[src/rtl/muxsplit_bbm_sequencer_if.sv]
// Control-side bundle for the muxsplit break-before-make sequencer.
// Carries the requested switch map in and the switch drive and status out.
interface muxsplit_bbm_sequencer_if;
    localparam int unsigned SW_W = 24;

    logic            enable;
    logic            force_open;
    logic [SW_W-1:0] req_cfg;
    logic [SW_W-1:0] sw_out;
    logic            busy;
    logic            done;

    modport master (
        output enable, force_open, req_cfg,
        input  sw_out, busy, done
    );

    modport slave (
        input  enable, force_open, req_cfg,
        output sw_out, busy, done
    );
endinterface

[src/rtl/muxsplit_bbm_sequencer.sv]
// Break-before-make sequencer for the 24 muxsplit analog switch controls.
// Switches leaving the map open first; joining switches close after a programmable gap.
module muxsplit_bbm_sequencer #(
    parameter int unsigned CNT_W         = 8,
    parameter int unsigned BREAK_CYCLES  = 4,
    parameter int unsigned SETTLE_CYCLES = 8
) (
    input  logic                      clk,
    input  logic                      rst,
    muxsplit_bbm_sequencer_if.slave   bus
);
    localparam int unsigned SW_W = 24;

    typedef enum logic [1:0] {
        ST_IDLE   = 2'd0,
        ST_GAP    = 2'd1,
        ST_SETTLE = 2'd2
    } state_t;

    state_t            state, state_nxt;
    logic [SW_W-1:0]   target, target_nxt;
    logic [SW_W-1:0]   sw_q, sw_nxt;
    logic [CNT_W-1:0]  cnt, cnt_nxt;
    logic              busy_q, done_q, done_nxt;
    logic              start_c, need_break_c;

    assign start_c      = bus.enable && !bus.force_open && (bus.req_cfg != sw_q);
    assign need_break_c = (sw_q & ~bus.req_cfg) != '0;

    // State register
    always_ff @(posedge clk or posedge rst) begin
        if (rst) state <= ST_IDLE;
        else     state <= state_nxt;
    end

    // Next-state logic; force_open overrides every state
    always_comb begin
        state_nxt = state;
        if (bus.force_open) begin
            state_nxt = ST_IDLE;
        end else begin
            unique case (state)
                ST_IDLE:   if (start_c) state_nxt = need_break_c ? ST_GAP : ST_SETTLE;
                ST_GAP:    if (cnt == '0) state_nxt = ST_SETTLE;
                ST_SETTLE: if (cnt == '0) state_nxt = ST_IDLE;
                default:   state_nxt = ST_IDLE;
            endcase
        end
    end

    // Output/datapath next values; sw drive only ever loses bits before the make step
    always_comb begin
        sw_nxt     = sw_q;
        target_nxt = target;
        cnt_nxt    = cnt;
        done_nxt   = 1'b0;
        if (bus.force_open) begin
            sw_nxt  = '0;
            cnt_nxt = '0;
        end else begin
            unique case (state)
                ST_IDLE: begin
                    if (start_c) begin
                        target_nxt = bus.req_cfg;
                        if (need_break_c) begin
                            sw_nxt  = sw_q & bus.req_cfg;
                            cnt_nxt = CNT_W'(BREAK_CYCLES - 1);
                        end else begin
                            sw_nxt  = bus.req_cfg;
                            cnt_nxt = CNT_W'(SETTLE_CYCLES - 1);
                        end
                    end
                end
                ST_GAP: begin
                    if (cnt == '0) begin
                        sw_nxt  = target;
                        cnt_nxt = CNT_W'(SETTLE_CYCLES - 1);
                    end else begin
                        cnt_nxt = cnt - CNT_W'(1);
                    end
                end
                ST_SETTLE: begin
                    if (cnt == '0) done_nxt = 1'b1;
                    else           cnt_nxt  = cnt - CNT_W'(1);
                end
                default: begin
                    sw_nxt  = '0;
                    cnt_nxt = '0;
                end
            endcase
        end
    end

    // Output and datapath registers
    always_ff @(posedge clk or posedge rst) begin
        if (rst) begin
            sw_q   <= '0;
            target <= '0;
            cnt    <= '0;
            busy_q <= 1'b0;
            done_q <= 1'b0;
        end else begin
            sw_q   <= sw_nxt;
            target <= target_nxt;
            cnt    <= cnt_nxt;
            busy_q <= (state_nxt != ST_IDLE);
            done_q <= done_nxt;
        end
    end

    assign bus.sw_out = sw_q;
    assign bus.busy   = busy_q;
    assign bus.done   = done_q;
endmodule
[src/flat_wrapper.sv]
// flat-port wrapper written by rule: the top's interface ports become plain ports
module muxsplit_bbm_sequencer_flat 
#(
    parameter int unsigned CNT_W         = 8,
    parameter int unsigned BREAK_CYCLES  = 4,
    parameter int unsigned SETTLE_CYCLES = 8
)
  (clk, rst, bus_enable, bus_force_open, bus_req_cfg, bus_sw_out, bus_busy, bus_done);
  muxsplit_bbm_sequencer_if bus_i ();
  input  logic clk;
  input  logic rst;
  input wire logic [$bits(bus_i.enable)-1:0] bus_enable;
  input wire logic [$bits(bus_i.force_open)-1:0] bus_force_open;
  input wire logic [$bits(bus_i.req_cfg)-1:0] bus_req_cfg;
  output wire logic [$bits(bus_i.sw_out)-1:0] bus_sw_out;
  output wire logic [$bits(bus_i.busy)-1:0] bus_busy;
  output wire logic [$bits(bus_i.done)-1:0] bus_done;
  assign bus_i.enable = bus_enable;
  assign bus_i.force_open = bus_force_open;
  assign bus_i.req_cfg = bus_req_cfg;
  assign bus_sw_out = bus_i.sw_out;
  assign bus_busy = bus_i.busy;
  assign bus_done = bus_i.done;
  muxsplit_bbm_sequencer #(.CNT_W(CNT_W), .BREAK_CYCLES(BREAK_CYCLES), .SETTLE_CYCLES(SETTLE_CYCLES)) u_core (.clk(clk), .rst(rst), .bus(bus_i));
endmodule
[config.mk]
export PLATFORM = sky130hd
export DESIGN_NAME = muxsplit_bbm_sequencer_flat
export DESIGN_NICKNAME = d
export VERILOG_FILES = /design/src/rtl/muxsplit_bbm_sequencer_if.sv /design/src/rtl/muxsplit_bbm_sequencer.sv /design/src/flat_wrapper.sv
export SDC_FILE = /design/constraint.sdc
export NUM_CORES = 1
export LEC_CHECK = 0
export CAP_MARGIN = 20
export CORE_UTILIZATION = 50
export CTS_CLUSTER_SIZE = 10
export DETAILED_ROUTE_END_ITERATION = 10
export PLACE_DENSITY = 0.83
export SETUP_SLACK_MARGIN = 0.2
export SLEW_MARGIN = 10
export SYNTH_ARGS = -nofsm -noshare
export SYNTH_HDL_FRONTEND = slang
export SYNTH_SLANG_ARGS = --single-unit
[constraint.sdc]
create_clock -name clk -period 2.35 [get_ports clk]
set_input_delay 0.47 -clock clk [delete_from_list [all_inputs] [get_ports clk]]
set_output_delay 0.47 -clock clk [all_outputs]
set_load 0.02 [all_outputs]
# Word-level counts from Yosys, hierarchy flattened
# Cells that the tools add are included.
dict set report totals {
  reg_bits 60
  latch_bits 0
  ramBits 0
  romBits 0
  in_bits 28
  output_inout_bits 26
  word_cells 48
  n_memories 0
}
dict set report classes {
  addsub 1
  multipliers 0
  div_mod_pow 0
  order_cmp 0
  eq_ne 7
  n_shift 0
  mux 20
  bitwise 4
  n_reduce_logical 10
}
# cell n
set ops {}
lappend ops {{$mux 24} 4}
lappend ops {{$pmux 24 s3} 1}
lappend ops {{$and 24x24->24} 2}
lappend ops {{$mux 8} 4}
lappend ops {{$ne 24x24->1} 1}
lappend ops {{$not 24->24} 1}
lappend ops {{$pmux 8 s3} 1}
lappend ops {{$reduce_bool 24->1} 1}
lappend ops {{$mux 2} 5}
lappend ops {{$logic_not 8->1} 1}
lappend ops {{$sub 8x1->8 const B} 1}
lappend ops {{$ne 3x2->1 const B} 2}
lappend ops {{$pmux 2 s3} 1}
lappend ops {{$reduce_and 3->1} 2}
lappend ops {{$mux 1} 3}
lappend ops {{$mux 3} 1}
lappend ops {{$ne 3x3->1 const B} 1}
lappend ops {{$eq 2x1->1 const B} 1}
lappend ops {{$eq 2x2->1 const B} 1}
lappend ops {{$logic_and 1x1->1} 2}
lappend ops {{$logic_not 2->1} 1}
lappend ops {{$ne 2x2->1 const B} 1}
lappend ops {{$reduce_and 2->1} 1}
lappend ops {{$reduce_bool 2->1} 1}
lappend ops {{other kinds (2)} 2}

# Depth between registers and ports, before layout
# Gate-level depths: netlist of the first run.
dict set report logic_depth {
  word_depth 8
  mapped_depth 10
  ltp_nobuf 7
}

# Least setup slack after synthesis of the first run
# OpenSTA, ideal clock, no wires.
dict set report synth_timing {
  path_kind {reg-to-reg}
  from {register u_core.sw_q[4], in the netlist u_core.bus.sw_out[4]}
  to {register u_core.sw_q[18], in the netlist u_core.bus.sw_out[18]}
  setup_time_ns 0.122
  arrival_time_ns 2.204
  path_slack_ns 0.024
  path_stages_with_launch 9
  path_buffers 2
  path_cell_list {dfrtp_1 > ha_1 > or4_1 > nor2_2 > and2_1 > buf_2 > buf_4 > a31oi_1 > a32o_1}
}
dict set report synth_via {
  elab_chain_cells 6
  elab_cells_between_ends 10
  classes_between {eq/ne: 2; mux: 4; bitwise: 1; reduce/logical: 3}
}
# item line_no
set synth_rtl {}
lappend synth_rtl {{start, declared} muxsplit_bbm_sequencer.sv:22} ;# logic [SW_W-1:0] sw_q, sw_nxt;
lappend synth_rtl {{start signal, assigned} muxsplit_bbm_sequencer.sv:103} ;# sw_q <= sw_nxt;
lappend synth_rtl {{$and 24x24->24} muxsplit_bbm_sequencer.sv:28} ;# assign need_break_c = (sw_q & ~bus.req_cfg) != '0;
lappend synth_rtl {{$reduce_bool 24->1} muxsplit_bbm_sequencer.sv:28}
lappend synth_rtl {{$mux 24} muxsplit_bbm_sequencer.sv:65} ;# if (need_break_c) begin
lappend synth_rtl {{$mux 24} muxsplit_bbm_sequencer.sv:63} ;# if (start_c) begin
lappend synth_rtl {{$pmux 24 s3} muxsplit_bbm_sequencer.sv:61} ;# unique case (state)
lappend synth_rtl {{$mux 24} muxsplit_bbm_sequencer.sv:57} ;# if (bus.force_open) begin
# Parallel ways exist; a longest one is shown, timed or not. The select of a mux whose other input is x is not followed.
# A chain may end at the register's enable or synchronous reset.

# Final worst setup path of the first run
dict set report layout_timing {
  from {register u_core.sw_q[5], in the netlist u_core.bus.sw_out[5]}
  to {register u_core.sw_q[22], in the netlist u_core.bus.sw_out[22]}
}
# The elaborated chain is that of the path after synthesis.

==> reports/summary.txt, run 1 <==
==================================================================================================
Area enclosed by the die boundary                                                      0.00830 mm²
Met2 Use GR                                                                                  0.512
Met3 demand-to-capacity share in global routing                                             0.0704
Worst path max stage delay                                                                 0.43 ns
Iter 0 DRT Violations                                                                          423
Clock buffer count from CTS                                                                      9
Post-route clock period utilization                                                           1.07
Synthesized area per cell                                                                 10.6 µm²
Diodes inserted                                                                                  0
Starting Density                                                                             0.517
Final global-route overflow total                                                                0
Per-cell via count in the routed design                                                       6.51
DRC violations left                                                                              0
Depth of the CTS H-tree                                                                          3
Standard cell core area                                                                0.00769 mm²
Critical path class                                                                   register to register
Post-synthesis cell count                                                                      374
Hold Path Class                                                                       input pin to register
Global-route wire length before repair                                                    19800 µm
Critical path launch point type                                                           register
Row count                                                                                       32
Sequential share of the synthesized area                                                     0.378
Accumulated negative setup slack                                                          -5.06 ns
Initial antenna violation count                                                                  0
FF-to-FF setup slack                                                                      -0.16 ns
Post-detailed-placement half-perimeter wirelength                                          7410 µm
Largest voltage drop on the vdd net                                                       0.629 mV
Failing checks                                                                        negative setup slack
Yosys synthesis warning count                                                                    0
IO buf count                                                                                    53
Post-detailed-routing wire length                                                         13300 µm
Clock transition time at the flip-flop clock pins of the worst setup and hold paths        0.07 ns
Number of slew-limit violations in the final report                                              0
Final setup violation count                                                                     50
Net Count, Synth                                                                               451
Number of synthesized register bits                                                             60
Number of nets in the final layout                                                             569
Total power                                                                                6.61 mW
Post-Synthesis Cell Area                                                               0.00397 mm²
Result of the run                                                                     finished with violations
Tightest Pin Transition                                                                   0.537 ns
Fin crit period                                                                            2.51 ns
Top-level I/O count                                                                             54
Post-cts hold buffer count                                                                       0
Overall via count from detail_route                                                           3900
Routability congestion estimate                                                              0.840
Headroom to the max-slew limit                                                               0.639
Maximum root-to-sink buffer count                                                                2
Die Height                                                                                 91.1 µm
Die span in x                                                                              91.1 µm
Area overhead of the layout relative to synthesis                                            42.8%
Total Routing Usage GR                                                                       0.307
Remaining antenna violation count after routing                                                  0
Hold violation total from the final report                                                       0
Cells along the critical path                                                         ha_4, nand4_1, buf_4, buf_6, nor4_4, nand2_2, a311oi_4, buf_4, buf_6, a32o_1
CP Capture Type                                                                           register
Setup WS pre-CTS                                                                         -0.723 ns
Post-route clock skew                                                                    0.0108 ns
Count of max-cap constraint violations                                                           0
Final worst slack                                                                        -0.160 ns
Largest fanout of any net on the critical path                                                   7
Highest clock frequency the design can meet                                                398 MHz
Ratio of cells with drive above 1 in the final layout                                        0.352
FFs w/ async S/R, synth                                                                       1.00
Filler Cell Count                                                                              479
Most crowded layer after global routing                                                       met2
M1 GR Usage                                                                                  0.372
Routed length per placed instance                                                          22.2 µm
Source-to-sink clock delay at the later pin of the worst-skew pair                         0.36 ns
Vias in the first global route                                                                3988
Clock sink count                                                                                60
CTS tree                                                                                       yes
Cell with the largest stage delay on the worst path                                        dfrtp_2
Number of enable-type register cells in the synthesized netlist                                  0
Primary flip-flop cell chosen by synthesis mapping                                         dfrtp_1
DRT Pass-1 Iters                                                                                 5
Required @ worst endpoint                                                                  2.63 ns
Maximum number of pins on one net before global-route repair                                    38
Lkg Pwr                                                                                    2.57 nW
CP Data Arrival Time                                                                       2.79 ns
Setup repair after global routing missed its margin                                           true
Root Driver                                                                               clkbuf_8
Number of library cell types mapped by synthesis                                                49
Cell area power density                                                                1170 mW/mm²
==================================================================================================
[cells in the final DEF (no fill, tap or decap), types with 4 or more instances in the layout]
cell type        count
nand4_1              7
buf_12               5
a22oi_2              4
clkbuf_8            11
mux2_4               8
dlygate4sd2_1       17
inv_2               11
mux2_2              16
dfrtp_2              7
ha_4                 5
nand2b_1            27
dfrtp_1             53
a211oi_1            24
inv_1               21
or3_1                5
clkdlybuf4s50_1     29
a31oi_1             24
a32o_1              25
a21oi_1              5
buf_4               55
nand2_1              4
buf_6               14
ha_1                44
[cell families after synthesis]
kind of cell,count (synthesis),synth area share
xor gates and xnor gates,2,0.00441
and+or+nand+nor,72,0.112
DFF,60,0.378
AOI/OAI and AO/OA,109,0.218
adders and majority gates,49,0.154
muxes,24,0.0681
buffers and inverters,58,0.0646
[timing repair]
item | CTS | global route
resized for setup | 73 | 34
cloned | 5 | 0
setup buffers | 10 | 9
pin swaps | 24 | 29
setup endpoints to repair | 59 | 59
[area by class of cell]
cell class	count	area, µm²	area share
clock buffer	14	163	0.0287
clock inverter	2	10.0	0.00176
inverter	33	124	0.0218
multi-input combinational	256	2480	0.438
sequential	60	1510	0.266
tap	102	128	0.0225
timing repair buffer	132	1250	0.221
[routing by layer]
| layer | up-vias | share of wire |
|---|---|---|
| met5 | - | 0 |
| met3 | 67 | 0.083 |
| met2 | 254 | 0.49 |
| met4 | 0 | 0.047 |
| met1 | 1929 | 0.38 |
| li1 | 1650 | - |
[sequential cells by signal, indices dropped and copies added (netlist names)]
register           cells
u_core.bus.busy        1
u_core.cnt             8
u_core.state           2
u_core.target         24
u_core.bus.done        1
u_core.bus.sw_out     24
[cells in the mapped netlist (all sizes together) (7+ instances only)]
library cell / instances / area (µm²)
dfrtp: 60 / 1500
ha: 49 / 613
inv: 32 / 120
a211oi: 27 / 233
nand2b: 27 / 169
a32o: 25 / 250
a31oi: 24 / 150
mux2: 24 / 270
buf: 14 / 91.3
clkbuf: 11 / 41.3
a21oi: 7 / 35.0
nand4: 7 / 43.8
[where the power goes]
part           leakage, nW  internal (mW)  total [mW]  switching (mW)
Clock               0.0905          0.438       0.874           0.436
Sequential           0.757           1.40        1.65           0.257
Combinational         1.72           2.03        4.09            2.06
[critical path, delay by kind of cell, from the launching register on]
kind / cells / cell delay (ns)
AO/OA/AOI/OAI: 2 / 0.47
AND/OR/NAND/NOR: 3 / 0.63
buffers and inverters: 4 / 0.63
flip-flops: 1 / 0.43
adder cells (fa/ha/maj): 1 / 0.27
[metrics by stage]
step | util | instances | instance area [µm²] | hold slack, ns
detailed placement | 0.651 | 559 | 5000 | 0.488
CTS | 0.712 | 590 | 5480 | 0.500
global route | 0.738 | 599 | 5670 | 0.398
finish | 0.738 | 599 | 5670 | 0.395
global placement | 0.651 | 559 | 5000 | 0.480
floorplan | - | 374 | 4010 | 0.471
[final timing paths]
check	from	end	depth (start not counted)
hold reg to reg	u_core.target[10]	u_core.target[10]	1
setup / recovery	u_core.bus.sw_out[5]	u_core.bus.sw_out[22]	10
max in group asynchronous	rst	u_core.cnt[3]	3
hold / removal	bus_req_cfg[3]	u_core.target[3]	2
min in group asynchronous	rst	u_core.target[22]	2
setup reg to reg	u_core.bus.sw_out[5]	u_core.bus.sw_out[22]	10
No activity file was read; power rests on OpenSTA's default activity.
==> inputs of run 2 (changes only) <==
HOLD_SLACK_MARGIN = 0.12   (was default)
SLEW_MARGIN = default   (was 10)
==> results of run 2 <==
Same layout as run 1: the final DEF is identical, and so are final timing and power.
